File: src/rtl/stream_eot_fifo.sv
// First-word-fall-through FIFO for streams carrying an end-of-transaction flag per token.
// Flags are registered from next-state occupancy; no bypass when empty, no pass-through when full.
module stream_eot_fifo #(
  parameter int DATA_WIDTH = 32,
  parameter int DEPTH      = 4,
  parameter int ADDR_WIDTH = $clog2(DEPTH)
) (
  input  logic                  ap_clk,
  input  logic                  ap_rst_n,
  input  logic [DATA_WIDTH-1:0] if_din,
  input  logic                  if_din_eot,
  input  logic                  if_write,
  output logic                  if_full_n,
  output logic [DATA_WIDTH-1:0] if_dout,
  output logic                  if_dout_eot,
  output logic                  if_empty_n,
  input  logic                  if_read,
  output logic [ADDR_WIDTH:0]   if_count
);

  localparam logic [ADDR_WIDTH:0] FULL_CNT = (ADDR_WIDTH+1)'(DEPTH);

  logic [DATA_WIDTH:0]   mem_q [DEPTH];
  logic [ADDR_WIDTH-1:0] wr_ptr_q, wr_ptr_d;
  logic [ADDR_WIDTH-1:0] rd_ptr_q, rd_ptr_d;
  logic [ADDR_WIDTH:0]   count_q, count_d;
  logic                  full_n_q, empty_n_q;
  logic                  wr_acc, rd_acc;

  assign wr_acc = if_write && full_n_q;
  assign rd_acc = if_read  && empty_n_q;

  always_comb begin
    wr_ptr_d = wr_ptr_q;
    rd_ptr_d = rd_ptr_q;
    count_d  = count_q;
    if (wr_acc) wr_ptr_d = wr_ptr_q + ADDR_WIDTH'(1);
    if (rd_acc) rd_ptr_d = rd_ptr_q + ADDR_WIDTH'(1);
    case ({wr_acc, rd_acc})
      2'b10:   count_d = count_q + (ADDR_WIDTH+1)'(1);
      2'b01:   count_d = count_q - (ADDR_WIDTH+1)'(1);
      default: count_d = count_q;
    endcase
  end

  // full_n stays low through reset so nothing is accepted until the first edge after release
  always_ff @(posedge ap_clk or negedge ap_rst_n) begin
    if (!ap_rst_n) begin
      wr_ptr_q  <= '0;
      rd_ptr_q  <= '0;
      count_q   <= '0;
      full_n_q  <= 1'b0;
      empty_n_q <= 1'b0;
    end else begin
      wr_ptr_q  <= wr_ptr_d;
      rd_ptr_q  <= rd_ptr_d;
      count_q   <= count_d;
      full_n_q  <= (count_d != FULL_CNT);
      empty_n_q <= (count_d != '0);
    end
  end

  always_ff @(posedge ap_clk) begin
    if (wr_acc) mem_q[wr_ptr_q] <= {if_din_eot, if_din};
  end

  assign if_dout     = mem_q[rd_ptr_q][DATA_WIDTH-1:0];
  assign if_dout_eot = mem_q[rd_ptr_q][DATA_WIDTH];
  assign if_empty_n  = empty_n_q;
  assign if_full_n   = full_n_q;
  assign if_count    = count_q;

endmodule
File: config.mk
export PLATFORM = sky130hd
export DESIGN_NAME = stream_eot_fifo
export DESIGN_NICKNAME = d
export VERILOG_FILES = /design/src/rtl/stream_eot_fifo.sv
export SDC_FILE = /design/constraint.sdc
export NUM_CORES = 1
export LEC_CHECK = 0
export ABC_AREA = 1
export CAP_MARGIN = 20
export CORE_MARGIN = 5
export CORE_UTILIZATION = 50
export CTS_BUF_LIST = sky130_fd_sc_hd__clkbuf_4
export DETAILED_ROUTE_END_ITERATION = 8
export PLACE_DENSITY = 0.85
export SLEW_MARGIN = 10
export SYNTH_ARGS = -nofsm -noshare
export SYNTH_HDL_FRONTEND = slang
export SYNTH_SLANG_ARGS = --single-unit
File: constraint.sdc
create_clock -name ap_clk -period 5.63 [get_ports ap_clk]
set_input_delay 1.126 -clock ap_clk [delete_from_list [all_inputs] [get_ports ap_clk]]
set_output_delay 1.126 -clock ap_clk [all_outputs]
set_load 0.02 [all_outputs]
## After elaboration in Yosys (flattened, before gate mapping)

Memories as Yosys holds them, arrays and structs flattened.
Cells that the tools add are included.

- Add/sub/neg operators: 4
- Equal/unequal tests: 3
- Muxes and demuxes: 3
- Reduce and logical (&&, ||, !) cells: 3

Operator list:

| operator | number |
|---|---|
| case mux 3 bit (2 select lines) | 1 |
| adder 2 x 1 -> 2 bit (second input constant) | 2 |
| adder 3 x 1 -> 3 bit (second input constant) | 1 |
| != test 3 bit (second input constant) | 1 |
| nonzero test 3 bit | 1 |
| subtractor 3 x 1 -> 3 bit (second input constant) | 1 |
| equality test 2 x 1 -> 1 bit (second input constant) | 1 |
| equality test 2 bit (second input constant) | 1 |
| logical AND 1 bit | 2 |
| 2-to-1 mux 1 bit | 2 |

- Flip-flop bits (word level): 9
- Bits in writable memories: 132
- Bits of input ports: 37
- Output and inout port bits: 38
- Logic and storage cells: 19
- Memories kept: 1

Memories:

| name | depth | bits a word | read ports | clocked after Yosys merged registers in | write ports | line | source |
|---|---|---|---|---|---|---|---|
| mem_q | 4 | 33 | 1 | 0 | 1 | 23 | `logic [DATA_WIDTH:0] mem_q [DEPTH];` |

## Logic depth before layout (Yosys ltp)

- Word-level depth: 4
- Depth in mapped cells: 11
- Depth with buffers taken out: 11

## Worst setup path after synthesis

OpenSTA, ideal clock, no wires.

- Path kind: input port to flip-flop
- From: input if_write
- To: memory mem_q[0][0] (netlist bit) (enable)
- Library setup time: 0.423 ns
- Data arrival time: 2.709 ns
- Data required time: 5.207 ns
- Setup slack: 2.498 ns
- Stages: 2
- Buffers on the path: 0
- Cells stage by stage: nand2_1 nor2_1

- Longest elaborated chain between the ends: 3

Ends and longest elaborated chain:

| what | line | source |
|---|---|---|
| from (decl) | 12 | `input logic if_write,` |
| logical AND 1 bit | 30 | `assign wr_acc = if_write && full_n_q;` |
| 2-to-1 mux 1 bit | 64 | `if (wr_acc) mem_q[wr_ptr_q] <= {if_din_eot, if_din};` |
| 2-to-1 mux 1 bit (implied by the code) | 64 |  |
| to (decl) | 23 |  |

No other way between the ends.

## Worst setup path in the final report

- From: register rd_ptr_q[0]
- To: output if_dout[13]

- Longest elaborated chain between the ends: 1

Ends and longest elaborated chain:

| what | line | source |
|---|---|---|
| from (decl) | 25 | `logic [ADDR_WIDTH-1:0] rd_ptr_q, rd_ptr_d;` |
| from (signal assigned) | 56 | `rd_ptr_q <= rd_ptr_d;` |
| memory read (4 x 33 bit) | -- |  |
| to (decl) | 14 | `output logic [DATA_WIDTH-1:0] if_dout,` |

No other way between the ends.

==> out/qor.yml <==
route:
  routedWlPerCell_um: 17.5
  drc: 0
  avgViaCountPerCell: 5.35
  num_vias: 3229
  drtPass1Iterations: 4
  antenna_left: 0
  drt-total-wl_um: 10600
  drtIter0Drc: 140
grt:
  grt_usage_pct: 15.8
  grt_pass1_vias: 3427
  overflow: 0
  antenna_found_initial: 0
  grt_max_degree: 68
  grt_pass1_wl_um: 17100
timing:
  whs_ns: 0.534
  rsz0062_at_grt: "false"
  fin_crit_sh_pct: 68.7
  report.final.setup_viol: 0
  final_hold_viol_count: 0
  min_period_ns: 3.87
  fin_worst_skew_ns: 0.0156
  max_freq_mhz: 258
  worstMarginPinSlew_ns: 1.06
  fin_setup_tns_ns: 0
  maxSlewViolCount: 0
  timing.slew.headroom_pct: 29.4
clock_network:
  htreeDepth: 4
  ctsRootBufferMaster: "clkbuf_4"
  clk-insertion-delay-late_ns: 0.52
  post_cts_buffers: 0
  postCtsHoldBufs: 0
  numCtsBuffers: 17
  cts_resized: 0
  cts.clk_slew.worst_paths_ns: 0.12
  clockBufferDepth: 2
  numClockSinks: 141
  cts_tree: "done"
setup_path:
  critPathRequiredTime_ns: 4.50
  endpoint_kind: "primary output"
  setup.worst_path.class: "flop to primary output"
  crit_arrival_ns: 2.74
  path_max_fanout: 34
  rr_worst_depth: 7
  start_kind: "flop"
pwr:
  power_density_nw_per_um2: 550
  p_leak_nw: 2.33
  peakVddDrop_mv: 0.299
synth:
  ys_types: 24
  syn-cell-area_um2: 5800
  ys_ff_latch: 141
  synth_top_area_share_pct: 68.4
  synth_area_leaders: "edfxtp_1 (68%), o22ai_2 (6.5%), nor2_4 (5.8%)"
  ys_seq_area_share_pct: 72.3
  netlist_instances: 372
  async_flop_share_pct: 6.38
  synthFlopType: "edfxtp_1"
  synth_nets: 415
  synth_edf_count: 132
  synth_warnings: 0
  yosysTopAreaCell: "edfxtp_1"
  avgSynthCellArea_um2: 15.6
layout:
  multi_input_area_um2: 1430
  fillers: 876
  drive_above_1_share_pct: 22.1
  seqCellArea_um2: 4190
  antenna_cells: 0
  finalNetCount: 493
  syn2layout_area_growth_pct: 20.1
floorplan:
  initial_core_util_pct: 51.0
  die-height_um: 118
  pin_count: 75
  rows: 39
  die_x_um: 118
  dieArea_um2: 13800
  core_area_um2: 11400
placement:
  dpl.hpwl_um: 5890
  port_buffers: 74
  place_congestion: 0.743
worst_hold_path:
  min_path_type: "flop to flop"
  hold_depth: 1
run_status:
  status: "finished, final reports clean"
run:
  max_cap_viol_count: 0
synthesized netlist by cell type (2+ instances only):
master,number
nand3_1,2
inv_2,2
o21ai_0,63
dfrtp_1,9
buf_2,7
nor2_4,30
o21ai_1,4
buf_4,2
buf_12,3
nor2_1,44
o22ai_2,30
nand2_1,8
ha_1,5
o22ai_1,3
clkbuf_1,7
xor2_1,2
inv_1,13
edfxtp_1,132
cell usage in the layout, fill, tap and decap left out, drive strengths merged:
cell type / instances
inv: 15
clkinv: 5
clkbuf: 21
o22ai: 33
nor2: 75
buf: 5
nand3: 2
clkinvlp: 1
clkdlybuf4s50: 74
edfxtp: 132
fa: 1
nand4: 1
xor2: 2
dfrtp: 9
ha: 5
xnor2: 1
bufinv: 3
o21ai: 67
nand2: 8
a21oi: 1
logic make-up (layout without fill, tap and decap cells):
family	Yosys count	count (layout)	share of synthesized area (%)
DFF	141	141	72.3
xor gates and xnor gates	3	3	0.453
adders and majority gates	6	6	1.42
and+or+nand+nor	86	86	9.59
AOI/OAI and AO/OA	101	101	12.7
buffers and inverters	35	124	3.58
final timing paths:
| kind | start | endpoint | slack, ns |
|---|---|---|---|
| max | rd_ptr_q[0]$_DFFE_PN0N_ | if_dout[13] | 1.76 |
| min | if_count[0]$_DFF_PN0_ | if_count[0]$_DFF_PN0_ | 0.53 |
| max reg2reg | if_full_n$_DFF_PN0_ | if_empty_n$_DFF_PN0_ | 3.52 |
| min reg2reg | if_count[0]$_DFF_PN0_ | if_count[0]$_DFF_PN0_ | 0.53 |
| max in group asynchronous | ap_rst_n | rd_ptr_q[0]$_DFFE_PN0N_ | 4.43 |
| min in group asynchronous | ap_rst_n | if_count[2]$_DFF_PN0_ | 0.89 |
metal layers:
metal	global-route usage [%]	routed length (um)	vias up
met5	0	0	-
met4	5.95	114	0
met3	5.48	519	11
met2	26.3	5410	69
met1	19.0	4540	1623
li1	-	-	1526
flip-flops by register name, summed over array words and instances (netlist names):
register    count
rd_ptr_q        2
mem_q         132
if_count        3
if_full_n       1
wr_ptr_q        2
if_empty_n      1
final cells by class:
class | instances | area share, %
inverter | 15 | 0.845
timing repair buffer | 79 | 11.8
clock inverter | 9 | 1.74
clock buffer | 21 | 2.27
tap | 143 | 2.57
multi-input combinational | 196 | 20.5
sequential | 141 | 60.2
critical path: stages, from the launching register on:
cell and delay [ns]:
dfrtp_2 0.44, inv_4 0.45, buf_12 0.33, o21ai_0 0.16, o22ai_2 0.17, clkdlybuf4s50_1 0.63
per-stage QoR:
stage	std cells	area [um^2]	setup WS, ns	util [%]	power [mW]
after detailed placement	571	6610	2.15	58.2	3.20
final	604	6960	1.76	61.2	3.83
after global routing	604	6960	1.58	61.2	4.05
after CTS	601	6890	1.51	60.6	3.85
after floorplan	372	5800	2.50	-	2.60
after global placement	571	6610	2.24	58.2	3.15
report_power, final:
part	switching [mW]	internal, mW	total (mW)
clock network	0.329	0.319	0.647
registers	0.0698	1.37	1.44
logic	1.05	0.691	1.74
total	1.44	2.38	3.83
(Power assumes the default switching activity.)
